==> src/rtl/pipe_ctrl_pkg.sv <==
// Shared types and constants for the pipeline hazard/sequencing controller.
package pipe_ctrl_pkg;

  localparam int unsigned REG_W = 5;

  localparam logic [1:0] FWD_RF    = 2'd0;
  localparam logic [1:0] FWD_EXMEM = 2'd1;
  localparam logic [1:0] FWD_MEMWB = 2'd2;

  localparam logic [5:0] OP_STOP = 6'd63;

  typedef enum logic [1:0] {
    ST_RUN    = 2'd0,
    ST_DRAIN  = 2'd1,
    ST_HALTED = 2'd2
  } halt_state_e;

  typedef struct packed {
    logic             valid;
    logic             wr_en;
    logic [REG_W-1:0] wr_addr;
    logic             is_load;
  } stage_rec_t;

  typedef struct packed {
    logic [REG_W-1:0] rs;
    logic [REG_W-1:0] rt;
    logic             uses_rs;
    logic             uses_rt;
  } src_rec_t;

  // True when a stage record writes register a; $0 never matches.
  function automatic logic writes(input stage_rec_t r, input logic [REG_W-1:0] a);
    return r.valid && r.wr_en && (a != '0) && (r.wr_addr == a);
  endfunction

  // EX operand source: non-load MEM writer first, then WB writer, else register file.
  function automatic logic [1:0] fwd_sel(input stage_rec_t ex, input stage_rec_t mem,
                                         input stage_rec_t wb, input logic uses,
                                         input logic [REG_W-1:0] src);
    if (!ex.valid || !uses) return FWD_RF;
    if (writes(mem, src) && !mem.is_load) return FWD_EXMEM;
    if (writes(wb, src)) return FWD_MEMWB;
    return FWD_RF;
  endfunction

endpackage

==> src/rtl/hazard_scoreboard.sv <==
// Shadow EX/MEM/WB write-back records plus the ID-hazard and EX-forward comparators.
module hazard_scoreboard
  import pipe_ctrl_pkg::*;
#(
  parameter int unsigned REG_AW = REG_W
) (
  input  logic              CLK,
  input  logic              reset,
  input  logic              id_valid,
  input  logic [REG_AW-1:0] id_rs,
  input  logic [REG_AW-1:0] id_rt,
  input  logic              id_uses_rs,
  input  logic              id_uses_rt,
  input  logic              id_wr_en,
  input  logic [REG_AW-1:0] id_wr_addr,
  input  logic              id_is_load,
  input  logic              bubble,
  output logic              lu_hit_c,
  output logic              ex_hit_c,
  output logic              mem_hit_c,
  output logic [1:0]        fwd_a_c,
  output logic [1:0]        fwd_b_c
);

  stage_rec_t       ex_q, mem_q, wb_q, id_rec;
  src_rec_t         ex_src_q, id_src;
  logic [REG_W-1:0] rs_w, rt_w;
  logic             rd_rs, rd_rt;
  logic             unused_wb;

  assign rs_w  = REG_W'(id_rs);
  assign rt_w  = REG_W'(id_rt);
  assign rd_rs = id_valid && id_uses_rs;
  assign rd_rt = id_valid && id_uses_rt;

  // Record entering EX: a bubble whenever ID is empty or being flushed.
  always_comb begin
    id_rec = '0;
    id_src = '0;
    if (id_valid && !bubble) begin
      id_rec.valid   = 1'b1;
      id_rec.wr_en   = id_wr_en;
      id_rec.wr_addr = REG_W'(id_wr_addr);
      id_rec.is_load = id_is_load;
      id_src.rs      = rs_w;
      id_src.rt      = rt_w;
      id_src.uses_rs = id_uses_rs;
      id_src.uses_rt = id_uses_rt;
    end
  end

  always_ff @(posedge CLK) begin
    if (reset) begin
      ex_q     <= '0;
      ex_src_q <= '0;
      mem_q    <= '0;
      wb_q     <= '0;
    end else begin
      ex_q     <= id_rec;
      ex_src_q <= id_src;
      mem_q    <= ex_q;
      wb_q     <= mem_q;
    end
  end

  // WB is never a hazard source because the register file writes through.
  assign ex_hit_c  = (rd_rs && writes(ex_q, rs_w))  || (rd_rt && writes(ex_q, rt_w));
  assign mem_hit_c = (rd_rs && writes(mem_q, rs_w)) || (rd_rt && writes(mem_q, rt_w));
  assign lu_hit_c  = ex_hit_c && ex_q.is_load;

  assign fwd_a_c = fwd_sel(ex_q, mem_q, wb_q, ex_src_q.uses_rs, ex_src_q.rs);
  assign fwd_b_c = fwd_sel(ex_q, mem_q, wb_q, ex_src_q.uses_rt, ex_src_q.rt);

  assign unused_wb = wb_q.is_load;

endmodule

==> src/rtl/pipe_hazard_ctrl.sv <==
// Stall/flush/forward control and STOP drain-and-halt sequencer for the 5-stage core.
// HAZARD_FORWARDING_EN enables EX forwarding (load-use stalls only); otherwise stall on EX/MEM writers.
module pipe_hazard_ctrl
  import pipe_ctrl_pkg::*;
#(
  parameter int unsigned REG_AW    = 5,
  parameter int unsigned DRAIN_CYC = 3
) (
  input  logic              CLK,
  input  logic              reset,
  input  logic              id_valid,
  input  logic [REG_AW-1:0] id_rs,
  input  logic [REG_AW-1:0] id_rt,
  input  logic              id_uses_rs,
  input  logic              id_uses_rt,
  input  logic              id_wr_en,
  input  logic [REG_AW-1:0] id_wr_addr,
  input  logic              id_is_load,
  input  logic              id_is_stop,
  input  logic              id_jump,
  input  logic              ex_branch_taken,
  output logic              pc_stall,
  output logic              ifid_stall,
  output logic              ifid_flush,
  output logic              idex_flush,
  output logic [1:0]        fwd_a_sel,
  output logic [1:0]        fwd_b_sel,
  output logic              busy,
  output logic              halt_done
);

  localparam int unsigned CNT_W = $clog2(DRAIN_CYC + 1);

  halt_state_e      state_q, state_n;
  logic [CNT_W-1:0] cnt_q, cnt_n;
  logic             busy_q, halt_q;
  logic             lu_hit, ex_hit, mem_hit, hazard;
  logic [1:0]       fa, fb;
  logic             unused_sb;

  hazard_scoreboard #(.REG_AW(REG_AW)) u_sb (
    .CLK        (CLK),
    .reset      (reset),
    .id_valid   (id_valid),
    .id_rs      (id_rs),
    .id_rt      (id_rt),
    .id_uses_rs (id_uses_rs),
    .id_uses_rt (id_uses_rt),
    .id_wr_en   (id_wr_en),
    .id_wr_addr (id_wr_addr),
    .id_is_load (id_is_load),
    .bubble     (idex_flush),
    .lu_hit_c   (lu_hit),
    .ex_hit_c   (ex_hit),
    .mem_hit_c  (mem_hit),
    .fwd_a_c    (fa),
    .fwd_b_c    (fb)
  );

`ifdef HAZARD_FORWARDING_EN
  assign hazard    = lu_hit;
  assign fwd_a_sel = fa;
  assign fwd_b_sel = fb;
  assign unused_sb = ^{ex_hit, mem_hit};
`else
  assign hazard    = ex_hit | mem_hit;
  assign fwd_a_sel = FWD_RF;
  assign fwd_b_sel = FWD_RF;
  assign unused_sb = ^{lu_hit, fa, fb};
`endif

  // Priority in RUN: taken branch > hazard stall > STOP entry > jump flush.
  always_comb begin
    state_n    = state_q;
    cnt_n      = cnt_q;
    pc_stall   = 1'b0;
    ifid_stall = 1'b0;
    ifid_flush = 1'b0;
    idex_flush = 1'b0;
    case (state_q)
      ST_RUN: begin
        if (ex_branch_taken) begin
          ifid_flush = 1'b1;
          idex_flush = 1'b1;
        end else if (hazard) begin
          pc_stall   = 1'b1;
          ifid_stall = 1'b1;
          idex_flush = 1'b1;
        end else if (id_valid && id_is_stop) begin
          idex_flush = 1'b1;
          state_n    = ST_DRAIN;
          cnt_n      = '0;
        end else if (id_valid && id_jump) begin
          ifid_flush = 1'b1;
        end
      end
      ST_DRAIN: begin
        pc_stall   = 1'b1;
        ifid_stall = 1'b1;
        idex_flush = 1'b1;
        if (cnt_q == CNT_W'(DRAIN_CYC - 1)) state_n = ST_HALTED;
        else cnt_n = cnt_q + CNT_W'(1);
      end
      ST_HALTED: begin
        pc_stall   = 1'b1;
        ifid_stall = 1'b1;
        idex_flush = 1'b1;
      end
      default: state_n = ST_RUN;
    endcase
  end

  always_ff @(posedge CLK) begin
    if (reset) begin
      state_q <= ST_RUN;
      cnt_q   <= '0;
      busy_q  <= 1'b0;
      halt_q  <= 1'b0;
    end else begin
      state_q <= state_n;
      cnt_q   <= cnt_n;
      busy_q  <= (state_n == ST_DRAIN);
      halt_q  <= (state_n == ST_HALTED);
    end
  end

  assign busy      = busy_q;
  assign halt_done = halt_q;

endmodule

==> config.mk <==
export PLATFORM = sky130hd
export DESIGN_NAME = pipe_hazard_ctrl
export DESIGN_NICKNAME = d
export VERILOG_FILES = /design/src/rtl/pipe_ctrl_pkg.sv /design/src/rtl/hazard_scoreboard.sv /design/src/rtl/pipe_hazard_ctrl.sv
export SDC_FILE = /design/constraint.sdc
export NUM_CORES = 1
export LEC_CHECK = 0
export BUFFER_PORTS_ARGS = -buffer_cell sky130_fd_sc_hd__buf_2
export CELL_PAD_IN_SITES_DETAIL_PLACEMENT = 0
export CELL_PAD_IN_SITES_GLOBAL_PLACEMENT = 1
export CORE_AREA = 2 2 70 72
export DETAILED_ROUTE_END_ITERATION = 8
export DIE_AREA = 0 0 72 74
export PLACE_DENSITY = 0.85
export SYNTH_ARGS = -nofsm -noshare
export SYNTH_HDL_FRONTEND = slang
export SYNTH_HIERARCHICAL = 1
export SYNTH_SLANG_ARGS = --single-unit
==> constraint.sdc <==
create_clock -name CLK -period 7.1 [get_ports CLK]
set_clock_uncertainty 0.05 [all_clocks]
set_input_delay 0.355 -clock CLK [delete_from_list [all_inputs] [get_ports CLK]]
set_output_delay 0.355 -clock CLK [all_outputs]
set_load 0.1 [all_outputs]
==> flow_metrics.env <==
export IMPL_grt_max_degree=13
export IMPL_fp_dieArea_mm2=0.005328
export IMPL_viasPerCell=4.476
export IMPL_core_mm2=0.004598
export IMPL_vias=931
export IMPL_ys_warn_count=6
export IMPL_grt_util_all_layers_pct=10.21
export IMPL_io_pins=35
export IMPL_syn_area_mm2=0.001202
export IMPL_synth_cells=132
export IMPL_port_buffers=29
export IMPL_layout_nets=186
export IMPL_path_max_fanout=4
export IMPL_relSlewSlack_pct=61.77
export IMPL_cts_sinks=20
export IMPL_grt_ovfl_total=0
export IMPL_critical_path_class="reg -> out"
export IMPL_fp_dieH_um=74
export IMPL_cts_tree="built"
export IMPL_rsz0062_at_grt="no"
export IMPL_drv_slew=0
export IMPL_postCtsResizedCells=0
export IMPL_clockBufferDepth=2
export IMPL_antenna_found_initial=0
export IMPL_finalCriticalPeriod_ns=2.833
export IMPL_post_place_ws_ns=4.192
export IMPL_syn_area_per_cell_um2=9.109
export IMPL_postCtsSetupBuffers=0
export IMPL_drtAntennaViolNets=0
export IMPL_final_layout_size_suffix_gt1_share_pct=24.03
export IMPL_die_w_um=72
export IMPL_first_global_vias=928
export IMPL_clk_latency_ns=0.26
export IMPL_startpoint_type="flip-flop"
export IMPL_crit_required_ns=6.69
export IMPL_rows=25
export IMPL_p_per_area_mw_per_mm2=207.6
export IMPL_first_pass_iters=4
export IMPL_tns_ns=0
export IMPL_end_kind="primary output"
export IMPL_cts_buffers=3
export IMPL_root_buffer="clkbuf_8"
export IMPL_detailed_place_hpwl_mm=1.954
export IMPL_cts_hold_buf=0
export IMPL_status="completed"
export IMPL_wl_per_cell_um=11.51
export IMPL_drt_iter0_markers=23
export IMPL_cts_htree_levels=1
export IMPL_worst_slack_ns=4.267
export IMPL_hp_class="in -> reg"
export IMPL_leakagePower_nw=0.6551
export IMPL_clkTransAtPathRegs_ns=0.07
export IMPL_cap_viol_max_count=0
export IMPL_setup_viol=0
export IMPL_ir_drop_uv=57.99
export IMPL_routed_wl_mm=2.395
export IMPL_hold_viol_final=0
export IMPL_insertedDiodeCount=0
export IMPL_grt_pass1_wl_mm=4.195
export IMPL_drc_errors=0
export IMPL_area_growth_pct=18.52
export IMPL_start_util_pct=26.15
export IMPL_gp_congestion=0.8135
export IMPL_worstPathArrival_ns=2.43
export IMPL_fin_util_pct=30.99
export IMPL_fmax_mhz=353.0
export IMPL_min_period_over_period_pct=39.90
export IMPL_tightestPinTransition_ns=0.5721
[layout make-up]
| type | instances | area, µm² |
|---|---|---|
| multi-input combinational | 96 | 721.9 |
| fill | 496 | 3173 |
| timing repair buffer | 29 | 145.1 |
| clock inverter | 1 | 30.03 |
| clock buffer | 3 | 41.29 |
| sequential | 20 | 400.4 |
| tap | 54 | 67.56 |
| inverter | 5 | 18.77 |
[metal layers]
| layer | track usage, % | vias up | part of all wire [%] |
|---|---|---|---|
| li1 | - | 483 | - |
| met1 | 12.30 | 420 | 45 |
| met2 | 16.67 | 26 | 48 |
| met3 | 3.659 | 2 | 6.4 |
| met4 | 4.193 | 0 | 0.58 |
| met5 | 0 | - | 0 |
[stage by stage]
| stage | area, µm² | power [W] | hold slack (ns) | std cells |
|---|---|---|---|---|
| floorplan | 1214 | 0.0001711 | 0.3766 | 135 |
| global placement | 1354 | 0.0001849 | 0.3879 | 204 |
| detailed placement | 1354 | 0.0001855 | 0.3945 | 204 |
| CTS | 1425 | 0.0003001 | 0.2335 | 208 |
| global route | 1425 | 0.0003104 | 0.2254 | 208 |
| finish | 1425 | 0.0002959 | 0.2396 | 208 |
[cells in the final DEF (no fill, tap or decap), drive strengths merged, types with 4 or more instances in the layout]
cell	instances
nor2	6
nor2b	8
ha	6
buf	29
conb	4
xor2	18
and2	8
inv	5
dfxtp	20
nand2	6
[power by group]
group	leakage (nW)	switching (W)	internal, W
Combinational	0.457	0.0000463	0.0000181
Clock	0.0357	0.0000381	0.0000752
Sequential	0.162	0.00000268	0.000115
[final timing paths]
kind                                    start       endpoint  slack (ns)  cells past startpoint
worst max register to register  u_sb/mem_q[1]   u_sb/ex_q[2]        4.79                      9
worst min register to register   u_sb/ex_q[7]  u_sb/mem_q[7]        0.41                      1
worst min-delay path            id_wr_addr[2]   u_sb/ex_q[3]        0.24                      2
worst max-delay path            u_sb/mem_q[1]     ifid_stall        4.27                      8
[sequential cells by signal, summed over array words and instances, names as in the netlist]
register,cells
cnt_q,2
u_sb/mem_q,7
halt_done,1
busy,1
state_q,2
u_sb/ex_q,7
[worst max-delay path, cell delays in order (launching register included)]
cell	delay (ns)
dfxtp_1	0.34
xor2_1	0.17
nor4_1	0.30
nand4_1	0.13
o22ai_1	0.30
o21a_1	0.26
a21oi_1	0.09
nor2_1	0.13
buf_2	0.45
Note: power is estimated with default switching activity, not from simulation.
